**src/rtl/bridge_rsp_if.sv**
```systemverilog
// Writer/reader handshake bundle for the bridge responder.
// master = requesting side, slave = bridge_rsp.
interface bridge_rsp_if;
    logic       wr_valid;
    logic [1:0] wr_data;
    logic       wr_ready;
    logic       rd_req;
    logic [1:0] rd_data;
    logic       rd_valid;

    modport master (
        output wr_valid, wr_data, rd_req,
        input  wr_ready, rd_data, rd_valid
    );

    modport slave (
        input  wr_valid, wr_data, rd_req,
        output wr_ready, rd_data, rd_valid
    );
endinterface

```
**src/rtl/bridge_rsp.sv**
```systemverilog
// Bridge responder: small FIFO with a one-cycle read-response FSM.
// Optional sticky overflow flag via BRIDGE_RSP_OVF_FLAG_EN.
module bridge_rsp #(
    parameter int DEPTH = 4
) (
    input  logic                     clk,
    input  logic                     rst_n,
    bridge_rsp_if.slave              bus,
    output logic [$clog2(DEPTH):0]   count
`ifdef BRIDGE_RSP_OVF_FLAG_EN
    ,
    output logic                     ovf
`endif
);
    localparam int PW = $clog2(DEPTH);
    localparam int CW = PW + 1;

    typedef enum logic [1:0] {
        IDLE,
        STALL,
        RESP
    } state_t;

    state_t          r_state;
    logic [1:0]      r_mem [DEPTH];
    logic [PW-1:0]   r_wr_ptr;
    logic [PW-1:0]   r_rd_ptr;
    logic [CW-1:0]   r_count;
    logic            r_wr_ready;
    logic            r_rd_valid;
    logic [1:0]      r_rd_data;

    logic            w_wr_acc;
    logic            w_nonempty;
    logic            w_pop;
    logic [CW-1:0]   w_count_next;

    assign w_wr_acc   = bus.wr_valid & r_wr_ready;
    assign w_nonempty = (r_count != '0);

    always_comb begin
        w_pop = 1'b0;
        unique case (r_state)
            IDLE:    w_pop = bus.rd_req & w_nonempty;
            STALL:   w_pop = w_nonempty;
            default: w_pop = 1'b0;
        endcase
    end

    assign w_count_next = r_count
                        + {{PW{1'b0}}, w_wr_acc}
                        - {{PW{1'b0}}, w_pop};

    always_ff @(posedge clk) begin
        if (!rst_n) begin
            r_state    <= IDLE;
            r_wr_ptr   <= '0;
            r_rd_ptr   <= '0;
            r_count    <= '0;
            r_wr_ready <= 1'b0;
            r_rd_valid <= 1'b0;
            r_rd_data  <= 2'b00;
        end else begin
            if (w_wr_acc) begin
                r_mem[r_wr_ptr] <= bus.wr_data;
                r_wr_ptr        <= r_wr_ptr + PW'(1);
            end
            r_count    <= w_count_next;
            // ready tracks next occupancy so a full FIFO blocks the very next write
            r_wr_ready <= (w_count_next < CW'(DEPTH));
            r_rd_valid <= 1'b0;
            unique case (r_state)
                IDLE: begin
                    if (bus.rd_req)
                        r_state <= w_nonempty ? RESP : STALL;
                end
                STALL: begin
                    if (w_nonempty)
                        r_state <= RESP;
                end
                RESP:    r_state <= IDLE;
                default: r_state <= IDLE;
            endcase
            if (w_pop) begin
                r_rd_data  <= r_mem[r_rd_ptr];
                r_rd_ptr   <= r_rd_ptr + PW'(1);
                r_rd_valid <= 1'b1;
            end
        end
    end

`ifdef BRIDGE_RSP_OVF_FLAG_EN
    logic r_ovf;

    always_ff @(posedge clk) begin
        if (!rst_n)
            r_ovf <= 1'b0;
        else if (bus.wr_valid && !r_wr_ready)
            r_ovf <= 1'b1;
    end

    assign ovf = r_ovf;
`endif

    assign bus.wr_ready = r_wr_ready;
    assign bus.rd_valid = r_rd_valid;
    assign bus.rd_data  = r_rd_data;
    assign count        = r_count;
endmodule
```
**src/flat_wrapper.sv**
```systemverilog
// flat-port wrapper written by rule: the top's interface ports become plain ports
module bridge_rsp_flat 
#(
    parameter int DEPTH = 4
)
  (clk, rst_n, count, bus_wr_valid, bus_wr_data, bus_rd_req, bus_wr_ready, bus_rd_data, bus_rd_valid);
  bridge_rsp_if bus_i ();
  input  logic clk;
  input  logic rst_n;
  output logic [$clog2(DEPTH):0] count;
  input wire logic [$bits(bus_i.wr_valid)-1:0] bus_wr_valid;
  input wire logic [$bits(bus_i.wr_data)-1:0] bus_wr_data;
  input wire logic [$bits(bus_i.rd_req)-1:0] bus_rd_req;
  output wire logic [$bits(bus_i.wr_ready)-1:0] bus_wr_ready;
  output wire logic [$bits(bus_i.rd_data)-1:0] bus_rd_data;
  output wire logic [$bits(bus_i.rd_valid)-1:0] bus_rd_valid;
  assign bus_i.wr_valid = bus_wr_valid;
  assign bus_i.wr_data = bus_wr_data;
  assign bus_i.rd_req = bus_rd_req;
  assign bus_wr_ready = bus_i.wr_ready;
  assign bus_rd_data = bus_i.rd_data;
  assign bus_rd_valid = bus_i.rd_valid;
  bridge_rsp #(.DEPTH(DEPTH)) u_core (.clk(clk), .rst_n(rst_n), .bus(bus_i), .count(count));
endmodule
```
**config.mk**
```make
export PLATFORM = sky130hd
export DESIGN_NAME = bridge_rsp_flat
export DESIGN_NICKNAME = d
export VERILOG_FILES = /design/src/rtl/bridge_rsp_if.sv /design/src/rtl/bridge_rsp.sv /design/src/flat_wrapper.sv
export SDC_FILE = /design/constraint.sdc
export NUM_CORES = 1
export LEC_CHECK = 0
export CORE_ASPECT_RATIO = 1.4
export CORE_UTILIZATION = 40
export CTS_BUF_LIST = sky130_fd_sc_hd__clkbuf_16
export CTS_CLUSTER_DIAMETER = 50
export DETAILED_ROUTE_END_ITERATION = 10
export SLEW_MARGIN = 10
export SYNTH_ARGS = -nofsm -noshare
export SYNTH_HDL_FRONTEND = slang
export SYNTH_SLANG_ARGS = --single-unit
```
**constraint.sdc**
```tcl
create_clock -name clk -period 2.7 [get_ports clk]
set_clock_uncertainty 0.05 [all_clocks]
set_input_delay 0.54 -clock clk [delete_from_list [all_inputs] [get_ports clk]]
set_output_delay 0.54 -clock clk [all_outputs]
set_load 0.005 [all_outputs]
```
# Word-level counts from Yosys, hierarchy flattened
# Memories as Yosys holds them, arrays and structs flattened. A register that Yosys moved wholly into a read port is not among the register bits.
# Cells that the tools add are included.
[classes] addsub=4 order_cmp=1 eq_ne=3 n_mux=9 bitwise=2 reduce_logical=4
[op_table] cell="$mux 2" count=3
[op_table] cell="$add 2x1->2 const B" count=2
[op_table] cell="$mux 1" count=4
[op_table] cell="$pmux 2 s2" count=1
[op_table] cell="$add 3x1->3" count=1
[op_table] cell="$lt 3x3->1 const B" count=1
[op_table] cell="$reduce_bool 3->1" count=1
[op_table] cell="$sub 3x1->3" count=1
[op_table] cell="$and 1x1->1" count=2
[op_table] cell="$eq 2x1->1 const B" count=1
[op_table] cell="$logic_not 2->1" count=1
[op_table] cell="$ne 2x1->1 const B" count=1
[op_table] cell="$ne 2x2->1 const B" count=1
[op_table] cell="$pmux 1 s2" count=1
[op_table] cell="$reduce_and 2->1" count=1
[op_table] cell="$logic_not 1->1" count=1
[word_totals] register_bits=11 mem_bits_rw=8 inputBits=6 memories=1
[mem_list] name="u_core.r_mem" words=4 width=2 rd=1 rd_ports_with_merged_regs=1 write_ports=1 line="bridge_rsp.sv:25" source="logic [1:0] r_mem [DEPTH];"

# Depth between registers and ports, before layout
# Gate-level depths: netlist of run 1.
[depth] word_depth=5 ltp_mapped=9 mapped_depth_nobuf=9

# Least setup slack after synthesis of run 1
# OpenSTA, ideal clock, no wires.
[synth_timing] path_kind="input port to flip-flop" from="input port bus_rd_req" to="register u_core.r_count[2] (netlist: u_core.count[2])" setup_time_ns=0.115 t_arrival_ns=2.234 setup_slack_ns=0.301 cell_stages=9 cell_sequence="o21bai_1 > nor2_1 > ha_1 > inv_1 > ha_1 > fa_1 > xnor2_1 > xnor2_1 > and2_1"
[synth_via] elab_chain_len=3
[synth_rtl] item="start, declared" line="flat_wrapper.sv:13" source="input wire logic [$bits(bus_i.rd_req)-1:0] bus_rd_req;"
[synth_rtl] item="$and 1x1->1" line="bridge_rsp.sv:44" source="IDLE: w_pop = bus.rd_req & w_nonempty;"
[synth_rtl] item="$pmux 1 s2" line="bridge_rsp.sv:43" source="unique case (r_state)"
[synth_rtl] item="named net u_core.w_pop" line="bridge_rsp.sv:35" source="logic w_pop;"
[synth_rtl] item="$sub 3x1->3" line="bridge_rsp.sv:52" source="- {{PW{1'b0}}, w_pop};"
[synth_rtl] item="end signal, assigned" line="bridge_rsp.sv:68" source="r_count <= w_count_next;"
[synth_rtl] item="end, declared" line="bridge_rsp.sv:28" source="logic [CW-1:0] r_count;"
# The timed path passes the listed nets, and every way through them passes these cells.
# A chain may end at the register's enable or synchronous reset.

# Worst setup path in the final report of run 1
# Ends and elaborated chain as after synthesis.

==> flow_summary.ini, run 1 <==
[outcome]
status = finished, final reports clean

[synth]
ys_types = 21
syn_area_um2 = 885
yosys.area.top_type_share_pct = 29.4
synth_top_area_cell = dfxtp_1
synthTopCellsByArea = dfxtp_1 29%, edfxtp_1 27%, ha_1 8.5%, mux4_1 5.9%, and2_1 5.7%
yosysMostFrequentCell = dfxtp_1
async_flop_share_pct = 0
yosys-top-cells-count = 13 x dfxtp_1, 8 x and2_1, 8 x edfxtp_1
synth_top_flop_cell = dfxtp_1
yosysWarnings = 0
synth_edf_count = 8
syn_inst = 73
avgSynthCellArea_um2 = 12.1
syn_nets = 86
synth-seq-area-share_pct = 56.6
ys_seq_elements = 21

[floorplan]
dieHeight_um = 57.6
dieWidth_um = 41.7
core_um2 = 2020
start_util_pct = 43.8
num_rows = 19
ios = 13
die_area_um2 = 2410

[grt]
antenna_found_initial = 0
globalRouteOverflowTotal = 0
grt_max_degree = 13
grt_pass1_vias = 597
grt_pass1_wl_um = 2530
grt_usage_pct = 14.4

[clock_network]
cts.reportedPaths.clkPinSlew_ns = 0.05
cts_tree = done
ctsHoldBuffers = 0
cts-root-buf = clkbuf_16
cts_max_level = 1
cts_sinks = 21
clk_latency_ns = 0.25
post_cts_buffers = 0
clk_path_buf_depth = 2
cts-buffers-inserted = 3
cts_resized = 0

[worst_hold_path]
holdPathStages = 2
hold_path.class = reg -> reg

[timing]
worstMarginPinSlew_ns = 0.439
hold_violations = 0
maxSlewViolCount = 0
max-slew-margin-rel_pct = 70.6
period_share_pct = 90.4
fin_tns_setup_ns = 0
period_needed_ns = 2.44
max_freq_mhz = 410
rsz0062_at_grt = false
finalSetupViolations = 0

[setup_path]
crit_type = in -> reg
critPathMaxFanout = 2
startpoint_type = input pin
cp_top_family = adder cells
cp.depth = 10
crit_path_end_kind = flop
cp_cell_sequence = clkdlybuf4s50_1 -> o21bai_1 -> nor2_1 -> ha_1 -> inv_1 -> ha_1 -> fa_1 -> xnor2_1 -> xnor2_1 -> and2_1
worstPathArrival_ns = 2.54
critPathRequiredTime_ns = 2.79
slowest_stage = clkdlybuf4s50_1
critPathBufInv = 2
worstRegToRegCells = 9
max_stage_delay_ns = 0.39

[drt]
routed_wl_um = 1410
drc_errors = 0
routed-via-count = 571
drt_iter0_drc = 6
viasPerCell = 5.10
antenna_left = 0
drt_pre_antenna_iters = 4
wl_per_cell_um = 12.6

[placed_design]
globalplace.congestion = 0.769
hpwlAfterDp_um = 1080
numPortBuffers = 12

[pwr]
p_leak_nw = 0.438
p_per_area_nw_per_um2 = 945
peakVddDrop_mv = 0.578
p_total_mw = 1.06

[finish]
diodes = 0
finalNetCount = 105
area_delta_synth_final_pct = 27.3
drive_above_1_share_pct = 11.0

[job]
maxCapViolations = 0
==> cell type report <==
| cell class | count | area, um^2 |
|---|---|---|
| multi-input combinational | 43 | 350 |
| sequential | 21 | 500 |
| clock inverter | 1 | 5.00 |
| clock buffer | 3 | 75.1 |
| tap | 21 | 26.3 |
| fill | 175 | 895 |
| inverter | 9 | 33.8 |
| timing repair buffer | 14 | 135 |
==> tightest hold or removal path, delay by kind of cell, from the launching register on <==
| family | cells | cell delay (ns) |
|---|---|---|
| and+or+nand+nor | 1 | 0.05 |
| DFF | 1 | 0.30 |
| AOI/OAI and AO/OA | 1 | 0.06 |
==> report_power, final <==
group | internal (mW) | leakage (nW) | switching (mW) | total, mW
sequential | 0.390 | 0.179 | 0.0435 | 0.434
clock | 0.198 | 0.0409 | 0.107 | 0.305
combinational | 0.183 | 0.219 | 0.142 | 0.325
total | 0.772 | 0.438 | 0.292 | 1.06
==> placed cells by master, fill, tap and decap left out, types with 2 or more instances in the layout <==
cell type and n:
and2_1 8, inv_2 2, xnor2_1 3, buf_4 2
inv_1 7, clkbuf_16 3, nor2_1 5, nand2_1 4
edfxtp_1 8, clkdlybuf4s50_1 12, mux4_1 2, o2bb2ai_1 2
nor3_1 2, a21oi_1 3, ha_1 6, dfxtp_1 13
==> registers in the layout, indices dropped and copies added (netlist names) <==
signal and cells:
u_core.r_wr_ptr 2, u_core.r_rd_ptr 2, u_core.r_mem 8, u_core.r_state 2
u_core.bus.rd_valid 1, u_core.count 3, u_core.bus.wr_ready 1, u_core.bus.rd_data 2
==> path summary, 6_finish.rpt <==
path                    startpoint                    end  slack (ns)
max                     bus_rd_req        u_core.count[2]        0.26
min          u_core.bus.rd_data[1]  u_core.bus.rd_data[1]        0.41
max reg2reg        u_core.count[0]        u_core.count[2]        0.34
min reg2reg  u_core.bus.rd_data[1]  u_core.bus.rd_data[1]        0.41
==> routing by layer <==
metal	global-route usage [%]	routed length, um	vias up
met2	26.1	793	12
met3	2.80	41	4
met1	14.7	530	269
met4	9.68	41	0
met5	0	0	-
li1	-	-	286
==> logic make-up after synthesis <==
| logic type | Yosys count | synth area share, % |
|---|---|---|
| compound gates | 8 | 5.94 |
| xor+xnor | 3 | 2.97 |
| fa+ha+maj | 7 | 10.7 |
| buf+inv | 9 | 3.82 |
| flops | 21 | 56.6 |
| mux | 2 | 5.94 |
| simple gates | 23 | 14.0 |
==> through the flow <==
| stage | cells | hold slack (ns) | area [um^2] | utilization (%) | setup slack (ns) |
|---|---|---|---|---|---|
| global route | 112 | 0.443 | 1130 | 55.7 | 0.121 |
| floorplan | 73 | 0.408 | 885 | - | 0.301 |
| finish | 112 | 0.408 | 1130 | 55.7 | 0.260 |
| global placement | 108 | 0.397 | 1050 | 51.8 | 0.0309 |
| detailed placement | 108 | 0.402 | 1050 | 51.8 | 0.000386 |
| CTS | 112 | 0.410 | 1130 | 55.7 | 0.248 |
(Power assumes the default switching activity.)
==> run 2: changes to the inputs <==
- CORE_ASPECT_RATIO: 1.4 -> default
- CTS_CLUSTER_SIZE: default -> 24
==> run 2 against run 1 <==
Compared with the run above:
- wire length fell by 9.1%
- critical path depth did not move
- design area rose by 0.56%
- sequential share of layout area fell by 0.25 points
- via count fell by 5.1%
- register-to-register slack barely moved
- critical path type unchanged
- highest routed layer unchanged
- sequential cell count did not move
==> flow_summary.ini, run 2 (synthesis results as in run 1) <==
[outcome]
status = finished, final reports clean

[drt]
drt_iter0_drc = 8
antenna_left = 0
routed_wl_um = 1280
viasPerCell = 4.59
drc_errors = 0
drt_pre_antenna_iters = 4
routed-via-count = 542
wl_per_cell_um = 10.8

[timing]
period_share_pct = 91.5
finalSetupViolations = 0
max_freq_mhz = 405
worstMarginPinSlew_ns = 0.432
period_needed_ns = 2.47
max-slew-margin-rel_pct = 71.0
maxSlewViolCount = 0
rsz0062_at_grt = false
hold_violations = 0

[finish]
finish.utilization_pct = 56.0
multi_input_area_um2 = 350
drive_above_1_share_pct = 9.89
fin_area_um2 = 1130
regArea_um2 = 500
largest_register_ffs = 8
largest-register = u_core.r_mem
finalNetCount = 105
n_fill_cell = 171
area_delta_synth_final_pct = 28.0
final_cell_mix = 13 x dfxtp_1, 12 x clkdlybuf4s50_1, 8 x inv_1, 8 x and2_1, 8 x edfxtp_1
diodes = 0
layout_commonest_cell = dfxtp_1

[setup_path]
critPathMaxFanout = 2
reg2reg_slack_ns = 0.35
worstPathArrival_ns = 2.56
worstRegToRegCells = 9
crit_path_end_kind = flop
cp-startpoint = bus_rd_req
r2r-start = u_core.count[0]
critPathRequiredTime_ns = 2.79
crit_end = u_core.count[2]
r2r_end = u_core.count[2]
crit_type = in -> reg
startpoint_type = input pin

[floorplan]
ios = 13
dieWidth_um = 49.0
die_area_um2 = 2400
dieHeight_um = 49.0
num_rows = 16
start_util_pct = 43.7
core_um2 = 2020

[grt]
grt_pass1_wl_um = 2150
grt_max_degree = 12
grtUsageMet3_pct = 4.67
grt_pass1_vias = 489
top_usage_layer = met2
antenna_found_initial = 0
globalRouteOverflowTotal = 0
grt.met2_usage_pct = 20.1
grt_usage_pct = 12.3
use_met1_pct = 14.5

[pwr]
p_per_area_nw_per_um2 = 929
peakVddDrop_mv = 0.579
p_leak_nw = 0.440

[placed_design]
hpwlAfterDp_um = 977
globalplace.congestion = 0.665
numPortBuffers = 12
postPlaceCellArea_um2 = 1050

[clock_network]
ctsHoldBuffers = 0
cts_resized = 0
post_cts_buffers = 0
clk_latency_ns = 0.25
cts-root-buf = clkbuf_16
cts_tree = done
cts_max_level = 1
clk_path_buf_depth = 2
cts.reportedPaths.clkPinSlew_ns = 0.05
cts-buffers-inserted = 3
cts_sinks = 21

[job]
maxCapViolations = 0

[worst_hold_path]
hold_path.class = reg -> reg
run 2: changes by cell type in the layout (fill, tap and decap cells not counted), sizes merged:
cell / change
inv: +1
clkinv: -1
run 2: metrics by stage:
stage / power, mW / TNS, ns / hold slack [ns] / setup slack [ns] / std cells
after floorplan: 0.632 / 0 / 0.408 / 0.301 / 73
after global placement: 0.760 / -0.00579 / 0.398 / -0.00579 / 114
after detailed placement: 0.762 / -0.0197 / 0.406 / -0.0197 / 114
after CTS: 1.07 / 0 / 0.413 / 0.220 / 118
after global routing: 1.13 / 0 / 0.451 / 0.0531 / 118
final: 1.05 / 0 / 0.410 / 0.231 / 118
run 2: power by group:
group	switching, mW	leakage [nW]	internal, mW	total, mW
clock	0.103	0.0423	0.197	0.300
combinational	0.138	0.219	0.183	0.320
sequential	0.0413	0.179	0.390	0.432
total	0.283	0.440	0.770	1.05
run 2: final cells by class:
cell class	instances	area share (%)
timing repair buffer	14	11.9
inverter	9	2.98
multi-input combinational	43	30.9
sequential	21	44.2
clock buffer	3	6.63
tap	27	2.98
clock inverter	1	0.331
run 2: worst max-delay path, cell delays in order:
cell,delay (ns)
clkdlybuf4s50_1,0.40
o21bai_1,0.20
nor2_1,0.09
ha_1,0.29
inv_1,0.04
ha_1,0.18
fa_1,0.37
xnor2_1,0.20
xnor2_1,0.10
and2_1,0.15
run 2: per-layer routing:
metal | part of all wire [%] | vias up
met3 | 3.4 | 2
li1 | - | 286
met2 | 49 | 11
met1 | 47 | 243
met5 | 0 | -
met4 | 0.47 | 0
run 2: how the worst min path moves through the flow:
stage                          start  depth (start not counted)  slack [ns]               endpoint
3_5_place_dp   u_core.bus.rd_data[1]                          2        0.41  u_core.bus.rd_data[1]
4_1_cts        u_core.bus.rd_data[1]                          2        0.41  u_core.bus.rd_data[1]
6_report       u_core.bus.rd_data[1]                          2        0.41  u_core.bus.rd_data[1]
5_1_grt        u_core.bus.rd_data[0]                          2        0.45  u_core.bus.rd_data[0]
3_3_place_gp   u_core.bus.rd_data[0]                          2        0.40  u_core.bus.rd_data[0]
2_1_floorplan  u_core.bus.rd_data[0]                          2        0.41  u_core.bus.rd_data[0]
==> run 3: changes to the inputs <==
- HOLD_SLACK_MARGIN: default -> 0.05
- RECOVER_POWER: default -> 100
==> run 3 against run 2 <==
Compared with the run above:
- sequential share of layout area increased by 0.15 points
- sequential cell count stayed put
- register-to-register slack is essentially flat
- via count grew 0.18%
- die area stayed put
- sequential power about the same
- global-route usage did not move
- maximum frequency grew 0.16%
- wire length did not move
- clock-buffer cell count stayed put
- non-clock buffer count unchanged
- hold slack worse by 0.0025 ns
==> flow_summary.ini, run 3 (synthesis results as in run 1) <==
[finish]
drive_above_1_share_pct = 7.69
finalNetCount = 105
fin_area_um2 = 1130
layout_commonest_cell = dfxtp_1
area_delta_synth_final_pct = 27.6
final_cell_mix = 13 x dfxtp_1, 11 x dlygate4sd3_1, 9 x inv_1
diodes = 0
stdcell_count = 118
finish.utilization_pct = 55.8
n_fill_cell = 172
largest_register_ffs = 8
largest-register = u_core.r_mem

[timing]
max_freq_mhz = 406
finalSetupViolations = 0
period_share_pct = 91.3
holdWs_ns = 0.407
worstMarginPinSlew_ns = 0.430
maxSlewViolCount = 0
max-slew-margin-rel_pct = 71.2
period_needed_ns = 2.47
fin_tns_setup_ns = 0
rsz0062_at_grt = false
hold_violations = 0
fin_ws_ns = 0.235

[placed_design]
hpwlAfterDp_um = 977
dp_slack_ns = -0.0197
globalplace.congestion = 0.665
numPortBuffers = 12
place_inst = 114
postPlaceCellArea_um2 = 1050

[floorplan]
dieWidth_um = 49.0
ios = 13
die_area_um2 = 2400
num_rows = 16
core_um2 = 2020
start_util_pct = 43.7
dieHeight_um = 49.0

[pwr]
seq_power_share_pct = 41.6
p_sw_uw = 282
pwr-share-comb_pct = 29.3
p_total_mw = 1.03
p_per_area_nw_per_um2 = 915
p_leak_nw = 0.451
p_int_uw = 751
peakVddDrop_mv = 0.575
p_clk_share_pct = 29.1
switching_share_pct = 27.3

[grt]
use_met1_pct = 14.5
grtUsageMet3_pct = 4.67
grt_pass1_vias = 489
grt.met2_usage_pct = 20.1
top_usage_layer = met2
grt_max_degree = 12
globalRouteOverflowTotal = 0
grt_pass1_wl_um = 2150
antenna_found_initial = 0
grt_usage_pct = 12.3

[setup_path]
startpoint_type = input pin
critPathRequiredTime_ns = 2.79
crit_path_end_kind = flop
worstPathArrival_ns = 2.56
worstRegToRegCells = 9
critPathMaxFanout = 2
crit_type = in -> reg

[clock_network]
cts-buffers-inserted = 3
post_cts_buffers = 0
cts_max_level = 1
cts_tree = done
cts_sinks = 21
cts.reportedPaths.clkPinSlew_ns = 0.05
clk_path_buf_depth = 2
ctsHoldBuffers = 0
clk_latency_ns = 0.25
cts-root-buf = clkbuf_16
cts_resized = 0

[drt]
routed_wl_um = 1280
routed-via-count = 543
drc_errors = 0
drt_iter0_drc = 6
antenna_left = 0
wl_per_cell_um = 10.8
drt_pre_antenna_iters = 4
viasPerCell = 4.60

[worst_hold_path]
hold_path.class = reg -> reg
holdPathStages = 2

[outcome]
status = finished, final reports clean

[job]
maxCapViolations = 0
## run 3: final timing paths
check                              from               endpoint  slack (ns)
setup reg to reg        u_core.count[0]        u_core.count[2]        0.35
hold / removal    u_core.bus.rd_data[1]  u_core.bus.rd_data[1]        0.41
hold reg to reg   u_core.bus.rd_data[1]  u_core.bus.rd_data[1]        0.41
setup / recovery             bus_rd_req        u_core.count[2]        0.23
## run 3: power groups by stage
stage	clock network [mW]	registers, mW	logic (mW)
floorplan	0	0.436	0.195
global placement	0	0.438	0.322
detailed placement	0	0.439	0.323
CTS	0.309	0.433	0.326
global route	0.320	0.440	0.351
finish	0.301	0.430	0.302
## run 3: area by class of cell
cell class | count | area (um^2) | area share, %
Timing Repair Buffer | 14 | 131 | 11.6
Clock inverter | 1 | 3.75 | 0.333
Sequential cell | 21 | 500 | 44.3
Clock buffer | 3 | 75.1 | 6.65
Inverter | 9 | 33.8 | 2.99
Multi-Input combinational cell | 43 | 350 | 31.0
Tap cell | 27 | 33.8 | 2.99
## run 3: routing by layer
metal | share of wire [%] | vias up
met5 | 0 | -
met3 | 3.7 | 2
met4 | 0.47 | 0
met2 | 49 | 13
met1 | 47 | 243
li1 | - | 285
## run 3: worst max-delay path, stage by stage
cell and delay (ns):
clkdlybuf4s50_1 0.40, o21bai_1 0.20, nor2_1 0.09, ha_1 0.29, inv_1 0.04, ha_1 0.18
fa_1 0.37, xnor2_1 0.20, xnor2_1 0.10, and2_0 0.15
==> RTL edit, RTL diff (settings of run 2) <==
`DEPTH` is set to 4 in 2 places; all go to 8.
--- a/src/rtl/bridge_rsp.sv
+++ b/src/rtl/bridge_rsp.sv
@@ -2,5 +2,5 @@
 // Optional sticky overflow flag via BRIDGE_RSP_OVF_FLAG_EN.
 module bridge_rsp #(
-    parameter int DEPTH = 4
+    parameter int DEPTH = 8
 ) (
     input  logic                     clk,
--- a/src/flat_wrapper.sv
+++ b/src/flat_wrapper.sv
@@ -2,5 +2,5 @@
 module bridge_rsp_flat 
 #(
-    parameter int DEPTH = 4
+    parameter int DEPTH = 8
 )
   (clk, rst_n, count, bus_wr_valid, bus_wr_data, bus_rd_req, bus_wr_ready, bus_rd_data, bus_rd_valid);
Ports: changed (resized count); port bits go from 13 to 14. No check against the original RTL was run, so the function may have changed too.
==> RTL edit against run 2 <==
  * Sequential cell count increased by 11
  * Routed wire length increased by 64%
  * Critical path type is now reg -> reg
  * Setup slack improved by 0.074 ns
  * Power increased by 56%
  * Area after synthesis increased by 56%
  * First-iteration DRC count increased by 50%
  * Cell area increased by 50%
==> RTL edit: results (changes against run 2) <==
- Ranking of synthesized cells by area: edfxtp_1 35%, dfxtp_1 23%, mux4_2 6.5% (was dfxtp_1 29%, edfxtp_1 27%, ha_1 8.5%)
- Synth Flop Type: edfxtp_1 (was dfxtp_1)
- Max VDD drop: 0.0004953 V (was 0.0005787 V)
- Max reg flops: 16 (was 8)
- Status: finished, final reports clean (unchanged)
- Largest net degree at the start of global routing: 17 (was 12)
- Sequential-to-total area share from yosys stat: 0.5813 (was 0.5658)
- Number of global-route vias before repair: 796 (was 489)
- EDFF count, synth: 16 (was 8)
- Layout cells sized above 1: 0.1563 (was 0.09890)
- Slew HR: 0.7272 (was 0.7103)
- Post-Synth XOR/XNOR Area: 0.03179 (was 0.02970)
- Placed Cells: 164 (was 114)
- Cell variety after synth: 28 (was 21)
- Total CTS buffers: 5 (was 3)
- Setup TNS Final: 0 ns (unchanged)
- Gr usage total: 0.1466 (was 0.1226)
- Post-DP HPWL: 1.554 mm (was 976.9 um)
- Buffers on Ports: 13 (was 12)
- Adder-cell share of the synthesized area: 0.07811 (was 0.1075)
- 1st-iter DRT viols: 12 (was 8)
- Mux contribution to synthesized area: 0.08719 (was 0.05941)
- Clk_lat worst skew: 0.27 ns (was 0.25 ns)
- CP max FO: 5 (was 2)
- Mapped Cells: 109 (was 73)
- # fillers: 304 (was 171)
- First-pass GRT wire length: 3.553 mm (was 2.152 mm)
- Drt total wl: 2.102 mm (was 1.279 mm)
- Arr. time, crit path: 2.51 ns (was 2.56 ns)
- Routability-driven placement congestion ratio: 0.7298 (was 0.6653)
- Vias per cell: 4.686 (was 4.593)
- Vias: 806 (was 542)
- Fraction of the mapped netlist area in compound gates: 0.04178 (was 0.05941)
- H-tree Lvls: 2 (was 1)
-- RTL edit: final timing paths --
kind,slack [ns],cells past startpoint,endpoint,startpoint
max,0.31,11,u_core.count[2],u_core.count[2]
min,0.45,2,u_core.r_wr_ptr[0],u_core.r_wr_ptr[0]
max reg2reg,0.31,11,u_core.count[2],u_core.count[2]
min reg2reg,0.45,2,u_core.r_wr_ptr[0],u_core.r_wr_ptr[0]
-- RTL edit: metal layers --
| metal | global-route usage | share of wire | wire length, um |
|---|---|---|---|
| met1 | 0.1651 | 0.45 | 956 |
| met3 | 0.07036 | 0.048 | 101 |
| met2 | 0.2214 | 0.47 | 983 |
| met4 | 0.09740 | 0.029 | 61 |
| met5 | 0 | 0 | 0 |
-- RTL edit: layout make-up --
class,count,share of cell area
Clock buffer,5,0.07375
Clock inverter,3,0.008112
Multi-Input combinational cell,64,0.3060
Timing Repair Buffer,16,0.08997
Tap cell,44,0.03245
Inverter,8,0.01770
Sequential cell,32,0.4720
-- RTL edit: per-stage QoR --
stage	setup WS (ns)	total power [mW]	util
2_1_floorplan	0.2763	0.9774	-
5_1_grt	0.1746	1.770	0.5381
4_1_cts	0.2984	1.667	0.5381
6_report	0.3051	1.644	0.5381
3_3_place_gp	0.09103	1.123	0.4940
3_5_place_dp	0.07184	1.136	0.4940
-- RTL edit: kinds of logic (layout without fill, tap and decap cells) --
group | after synthesis | count (layout)
XOR/XNOR | 5 | 5
AO/OA/AOI/OAI | 9 | 9
adder cells (fa/ha/maj) | 8 | 8
buffers and inverters | 13 | 32
multiplexers | 7 | 7
AND/OR/NAND/NOR | 35 | 35
flip-flops | 32 | 32
-- RTL edit: report_power, final --
group	internal, mW	leakage [nW]	total [mW]	switching (mW)
Sequential	0.585	0.275	0.642	0.0567
Combinational	0.287	0.282	0.478	0.191
Clock	0.334	0.0710	0.524	0.190
Total	1.21	0.629	1.64	0.438
-- RTL edit: worst max-delay path: stages, from the launching register on --
cell,delay [ns]
dfxtp_1,0.31
inv_1,0.07
ha_1,0.14
or3b_4,0.40
and2_4,0.16
ha_1,0.26
inv_1,0.06
ha_1,0.15
inv_1,0.05
fa_1,0.37
xnor2_1,0.13
and2_1,0.15
